### config.mk
export PLATFORM = sky130hd
export DESIGN_NAME = hht_control
export DESIGN_NICKNAME = d
export VERILOG_FILES = /design/src/rtl/hht_control.sv
export SDC_FILE = /design/constraint.sdc
export NUM_CORES = 2
export LEC_CHECK = 0
export ABC_AREA = 1
export BUFFER_PORTS_ARGS = -buffer_cell sky130_fd_sc_hd__buf_2
export CELL_PAD_IN_SITES_DETAIL_PLACEMENT = 0
export CELL_PAD_IN_SITES_GLOBAL_PLACEMENT = 1
export CORE_ASPECT_RATIO = 1.5
export CORE_MARGIN = 3
export CORE_UTILIZATION = 40
export CTS_BUF_LIST = sky130_fd_sc_hd__clkbuf_2
export CTS_CLUSTER_DIAMETER = 50
export DETAILED_ROUTE_END_ITERATION = 16
export PLACE_DENSITY_LB_ADDON = 0.1
export REMOVE_ABC_BUFFERS = 1
export SYNTH_ARGS = -nofsm -noshare
export SYNTH_HDL_FRONTEND = slang
export SYNTH_SLANG_ARGS = --single-unit
### constraint.sdc
create_clock -name Clk -period 15.9 [get_ports Clk]
set_input_delay 1.59 -clock Clk [delete_from_list [all_inputs] [get_ports Clk]]
set_output_delay 1.59 -clock Clk [all_outputs]
set_load 0.01 [all_outputs]
### src/rtl/hht_control.sv
// HHT gather engine: walks a column-index array, fetches the matching dense-vector
// words through a two-stage pipeline and queues (value, index) pairs for CPU pops.
module hht_control #(
  parameter int          BUF_DEPTH     = 9,
  parameter logic [31:0] HHT_PORT_ADDR = 32'd126
) (
  input  logic        Clk,
  input  logic        Rst,
  input  logic [31:0] wdata_col_base,
  input  logic [31:0] v_values_base,
  input  logic [31:0] csize,
  output logic [31:0] addr1,
  input  logic [31:0] dataIn1,
  output logic [31:0] addr2,
  input  logic [31:0] dataIn2,
  input  logic        RD,
  input  logic [31:0] cpu_addr,
  output logic        hht,
  output logic [31:0] rdata,
  output logic [31:0] adata,
  output logic [31:0] regaddr1,
  output logic [31:0] regaddr2
);

  localparam int PW = (BUF_DEPTH > 1) ? $clog2(BUF_DEPTH) : 1;
  localparam int CW = $clog2(BUF_DEPTH + 1);
  localparam logic [CW:0]   DEPTH_L = (CW + 1)'(BUF_DEPTH);
  localparam logic [PW-1:0] LAST_PTR = PW'(BUF_DEPTH - 1);

  typedef enum logic [1:0] {IDLE, FETCH, DRAIN, DONE} state_t;

  typedef struct packed {
    logic [31:0] value;
    logic [31:0] col;
    logic [31:0] a1;
    logic [31:0] a2;
  } entry_t;

  state_t        state;
  entry_t        fifo_mem [0:BUF_DEPTH-1];
  logic [PW-1:0] wr_ptr, rd_ptr;
  logic [CW-1:0] count;
  logic          s1_valid;
  logic [31:0]   s1_col, s1_addr1;
  logic [31:0]   v_base_q, size_q, issued, popped;
  logic [CW:0]   occ_sum;
  logic          issue, push, pop;

  function automatic logic [PW-1:0] next_ptr(input logic [PW-1:0] p);
    return (p == LAST_PTR) ? '0 : p + PW'(1);
  endfunction

  // The stage-1 element counts as occupied so a stalled consumer can never overflow the buffer.
  assign occ_sum = {1'b0, count} + {{CW{1'b0}}, s1_valid};
  assign issue   = (state == FETCH) && (occ_sum < DEPTH_L);
  assign push    = s1_valid;
  assign pop     = RD && (cpu_addr == HHT_PORT_ADDR) && (count != '0);

  // NOTE: the buffer storage carries no reset; clearing the pointers and count is enough
  // to make stale entries unreachable, and it keeps the array a plain RAM.
  always_ff @(posedge Clk) begin
    if (push) fifo_mem[wr_ptr] <= '{value: dataIn2, col: s1_col, a1: s1_addr1, a2: addr2};
  end

  // NOTE: all state below uses non-blocking assignments so every register samples
  // pre-edge values, which is what lets issue, push and pop share one edge safely.
  always_ff @(posedge Clk or negedge Rst) begin
    if (!Rst) begin
      state    <= IDLE;
      addr1    <= '0;
      addr2    <= '0;
      hht      <= 1'b0;
      rdata    <= '0;
      adata    <= '0;
      regaddr1 <= '0;
      regaddr2 <= '0;
      wr_ptr   <= '0;
      rd_ptr   <= '0;
      count    <= '0;
      s1_valid <= 1'b0;
      s1_col   <= '0;
      s1_addr1 <= '0;
      v_base_q <= '0;
      size_q   <= '0;
      issued   <= '0;
      popped   <= '0;
    end else begin
      s1_valid <= issue;
      if (issue) begin
        s1_col   <= dataIn1;
        s1_addr1 <= addr1;
        addr2    <= v_base_q + dataIn1;
        addr1    <= addr1 + 32'd1;
        issued   <= issued + 32'd1;
      end

      if (push) wr_ptr <= next_ptr(wr_ptr);

      if (pop) begin
        rdata    <= fifo_mem[rd_ptr].value;
        adata    <= fifo_mem[rd_ptr].col;
        regaddr1 <= fifo_mem[rd_ptr].a1;
        regaddr2 <= fifo_mem[rd_ptr].a2;
        rd_ptr   <= next_ptr(rd_ptr);
        popped   <= popped + 32'd1;
      end

      case ({push, pop})
        2'b10:   count <= count + CW'(1);
        2'b01:   count <= count - CW'(1);
        default: count <= count;
      endcase

      case (state)
        IDLE: begin
          size_q   <= csize;
          v_base_q <= v_values_base;
          if (csize == '0) begin
            state <= DONE;
          end else begin
            addr1 <= wdata_col_base;
            hht   <= 1'b1;
            state <= FETCH;
          end
        end
        FETCH: begin
          if (issue && (issued + 32'd1 == size_q)) state <= DRAIN;
        end
        DRAIN: begin
          if (pop && (popped + 32'd1 == size_q)) begin
            hht   <= 1'b0;
            state <= DONE;
          end
        end
        default: state <= DONE;
      endcase
    end
  end

endmodule

==> metrics.cfg <==
[placed_design]
portBuffers = 387
hpwl_um = 113000
post_dp_cell_area_sq_mm = 0.0689
place_congestion = 0.849

[routing]
drt_iter0_drc = 2966
drt-total-wl_um = 204000
dr.pass1.iters = 5
ant_nets = 0
wl_per_cell_um = 23.0
drc = 0
viasPerCell = 5.32
vias = 47200

[floorplan]
fp.dieH_um = 499
rows = 180
coreArea_sq_mm = 0.161
die_area_sq_mm = 0.167
die_w_um = 335
initial_core_util_pct = 40.4
ios = 388

[yosys]
synth_top_cell_by_area = edfxtp_1
synth_seq_cells = 1552
async_flop_share_pct = 25.8
syn_inst = 5763
synth-edff-count = 1152
synth_area_leaders = edfxtp_1 53%, dfrtp_1 15%, nand2_1 5.8%
synth.distinct_cells = 49
synth-seq-area-share_pct = 68.8
synth_flop_cell = edfxtp_1
syn_area_sq_mm = 0.0648
synth_top_area_share_pct = 53.4
synth_area_per_cell_sq_um = 11.2
yosysWarnings = 0

[critical_path]
rr_startpoint = rd_ptr[0]$_DFFE_PN0P_
rr_endpoint = regaddr1[16]$_DFFE_PN0P_
rrSetupSlack_ns = 11.96
critPathMaxStageDelay_ns = 0.66
setup.worst_path.class = register to output port
end_kind = output port
worst_ep_required_time_ns = 14.31
crit_chain = buf_2
r2r_cells = 9
timing.critical_path.from_type = register
cp_max_fo = 11
cp-startpoint = addr2[30]$_DFFE_PN0P_
cp_slowest_cell = dfrtp_1
path_depth = 1
endpoint = addr2[30]
path_delay_family = flip-flops
worst-path-buf-inv = 1
cp.arrival_ns = 2.62

[final_layout]
register_area_sq_mm = 0.0446
multiInputGateArea_sq_mm = 0.0181
drive_gt1_share_pct = 16.9
final_area_sq_mm = 0.0739
n_fill_cell = 15300
area_growth_pct = 14.1
num-nets-final = 6691

[timing]
relSlewSlack_pct = 23.5
fin_tns_setup_ns = 0
fmax_mhz = 238
setup_viol = 0
tightest_slew_ns = 1.15
drv_slew = 0
rsz0062_at_grt = no
finalCritPeriodShare_pct = 26.5
final-hold-violation-count = 0
fin_worst_skew_ns = 0.181
fin_crit_ns = 4.21

[grt]
grt_overflow = 0
grt_first_pass_wirelength_um = 303000
grt_pass1_vias = 47900
grt_max_degree = 200
antenna_found_initial = 8
grt.total_usage_pct = 24.2

[clocking]
cts-htree-levels = 5
cts_max_path_buffers = 4
root_buffer = clkbuf_2
clkTransAtPathRegs_ns = 0.11
postCtsResizedCells = 0
cts_tree = yes
cts_setup_buffers = 0
numCtsBuffers = 387
hold_buffers = 155
clock_sinks = 1552
clk-insertion-delay-late_ns = 1.78

[outcome]
status = completed

[flow_run]
drv_cap = 0

[worst_hold_path]
worstHoldPathType = input pin to register

[pwr]
leakage_nw = 29.5
powerDensity_mw_per_mm2 = 95.6
vdd_ir_drop_max_v = 0.0000528

## power breakdown
group	switching, W	internal, W
Sequential	0.00000000000733	0.00431
Clock	0.00162	0.00101
Combinational	0.0000725	0.0000513
## state kept, by name (all words and copies together) (netlist names), 2 cells and up
name and cells:
addr2 32, regaddr2 32, popped 32, state 2
wr_ptr 4, addr1 32, rd_ptr 4, size_q 32
fifo_mem 1152, s1_col 32, adata 32, rdata 32
s1_addr1 32, v_base_q 32, count 4, regaddr1 32
issued 32
## how the worst min path moves through the flow
| stage | slack [ns] | cells after the start | start | end |
|---|---|---|---|---|
| floorplan | 0.43 | 2 | fifo_mem[8][75]$_DFFE_PP_ | adata[11]$_DFFE_PN0P_ |
| global placement | 0.44 | 2 | fifo_mem[8][9]$_DFFE_PP_ | regaddr2[9]$_DFFE_PN0P_ |
| detailed placement | 0.44 | 2 | fifo_mem[8][93]$_DFFE_PP_ | adata[29]$_DFFE_PN0P_ |
| CTS | 0.006 | 3 | dataIn1[19] | s1_col[19]$_DFFE_PN0P_ |
| global route | -0.02 | 3 | dataIn1[11] | s1_col[11]$_DFFE_PN0P_ |
| finish | 0.26 | 3 | dataIn1[19] | s1_col[19]$_DFFE_PN0P_ |
## cell type report
type                       count  share of cell area [%]
antenna                       24                  0.0813
clock inverter               122                   0.762
tap                         2093                    3.54
inverter                     248                    1.31
timing repair buffer         609                    5.53
clock buffer                 570                    3.86
multi-input combinational   3651                    24.5
sequential                  1552                    60.4
## logic make-up (layout without fill, tap and decap cells)
kind of cell | Yosys count | in the layout | synth area share (%)
AOI/OAI and AO/OA | 1213 | 1213 | 11.0
xor gates and xnor gates | 79 | 79 | 1.13
adders and majority gates | 47 | 47 | 0.931
buffers and inverters | 560 | 1549 | 3.33
DFF | 1552 | 1552 | 68.8
muxes | 35 | 35 | 0.606
other | 0 | 24 | 0
and+or+nand+nor | 2277 | 2277 | 14.2
## per-stage QoR
stage | setup slack [ns] | total power (W) | hold slack [ns] | util, % | std cells
after global placement | 11.35 | 0.00449 | 0.438 | 42.9 | 7998
after global routing | 11.37 | 0.00739 | -0.0175 | 46.0 | 8860
final | 11.69 | 0.00706 | 0.256 | 46.0 | 8869
after detailed placement | 11.31 | 0.00450 | 0.443 | 42.9 | 7998
after floorplan | -7.47 | 0.00442 | 0.434 | - | 5451
after CTS | 11.38 | 0.00717 | 0.00600 | 46.0 | 8845
## Yosys cell counts, types with 3 or more instances
cell       instances
o211ai_1          39
a21oi_1           97
nor4_1            17
a21o_1             5
dfrtp_1          400
nand4_1           35
a211oi_1          19
mux2_2            34
nor3_1           119
o221ai_1          48
nand3_1          164
inv_2              3
xor2_1            60
a2bb2oi_1         46
o21bai_1          14
buf_2             43
buf_1             33
nand2_1         1003
nor2_1           899
nand2_2            3
edfxtp_1        1152
o21ai_0          666
nor2_2             8
nor2_4             8
a31oi_1           76
o22ai_1          148
o311ai_0          46
inv_1            244
clkbuf_1         235
nand3b_1           6
ha_1              45
nand2_4            5
or2_2              5
xnor2_1           15
## layer usage
layer	wire length, um	part of all wire, %	global-route usage, %
met5	0	0	0
met4	4760	2.3	6.99
met3	12600	6.2	5.44
met2	97400	48	40.4
met1	89300	44	31.9
## layout by cell type (no fill, tap or decap), types with 6 or more instances in the layout
| cell type | count |
|---|---|
| o21bai_1 | 14 |
| dlygate4sd3_1 | 155 |
| clkinv_2 | 15 |
| inv_2 | 6 |
| nor2_4 | 14 |
| a211oi_1 | 19 |
| diode_2 | 24 |
| nand2_1 | 1003 |
| a31oi_1 | 76 |
| dfrtp_1 | 396 |
| o21ai_0 | 666 |
| o311ai_0 | 46 |
| clkbuf_2 | 570 |
| nor2_2 | 8 |
| nor3_1 | 115 |
| a2bb2oi_1 | 46 |
| buf_12 | 7 |
| nand3b_1 | 6 |
| xnor2_1 | 15 |
| xor2_1 | 60 |
| clkinv_1 | 98 |
| nor4_1 | 17 |
| buf_4 | 60 |
| a21oi_1 | 97 |
| mux2_2 | 34 |
| nand3_1 | 163 |
| inv_1 | 240 |
| buf_2 | 386 |
| nand4_1 | 35 |
| o22ai_1 | 148 |
| o211ai_1 | 39 |
| o221ai_1 | 48 |
| edfxtp_1 | 1152 |
| ha_1 | 45 |
| nor2_1 | 893 |
Note: power is estimated with default switching activity, not from simulation.
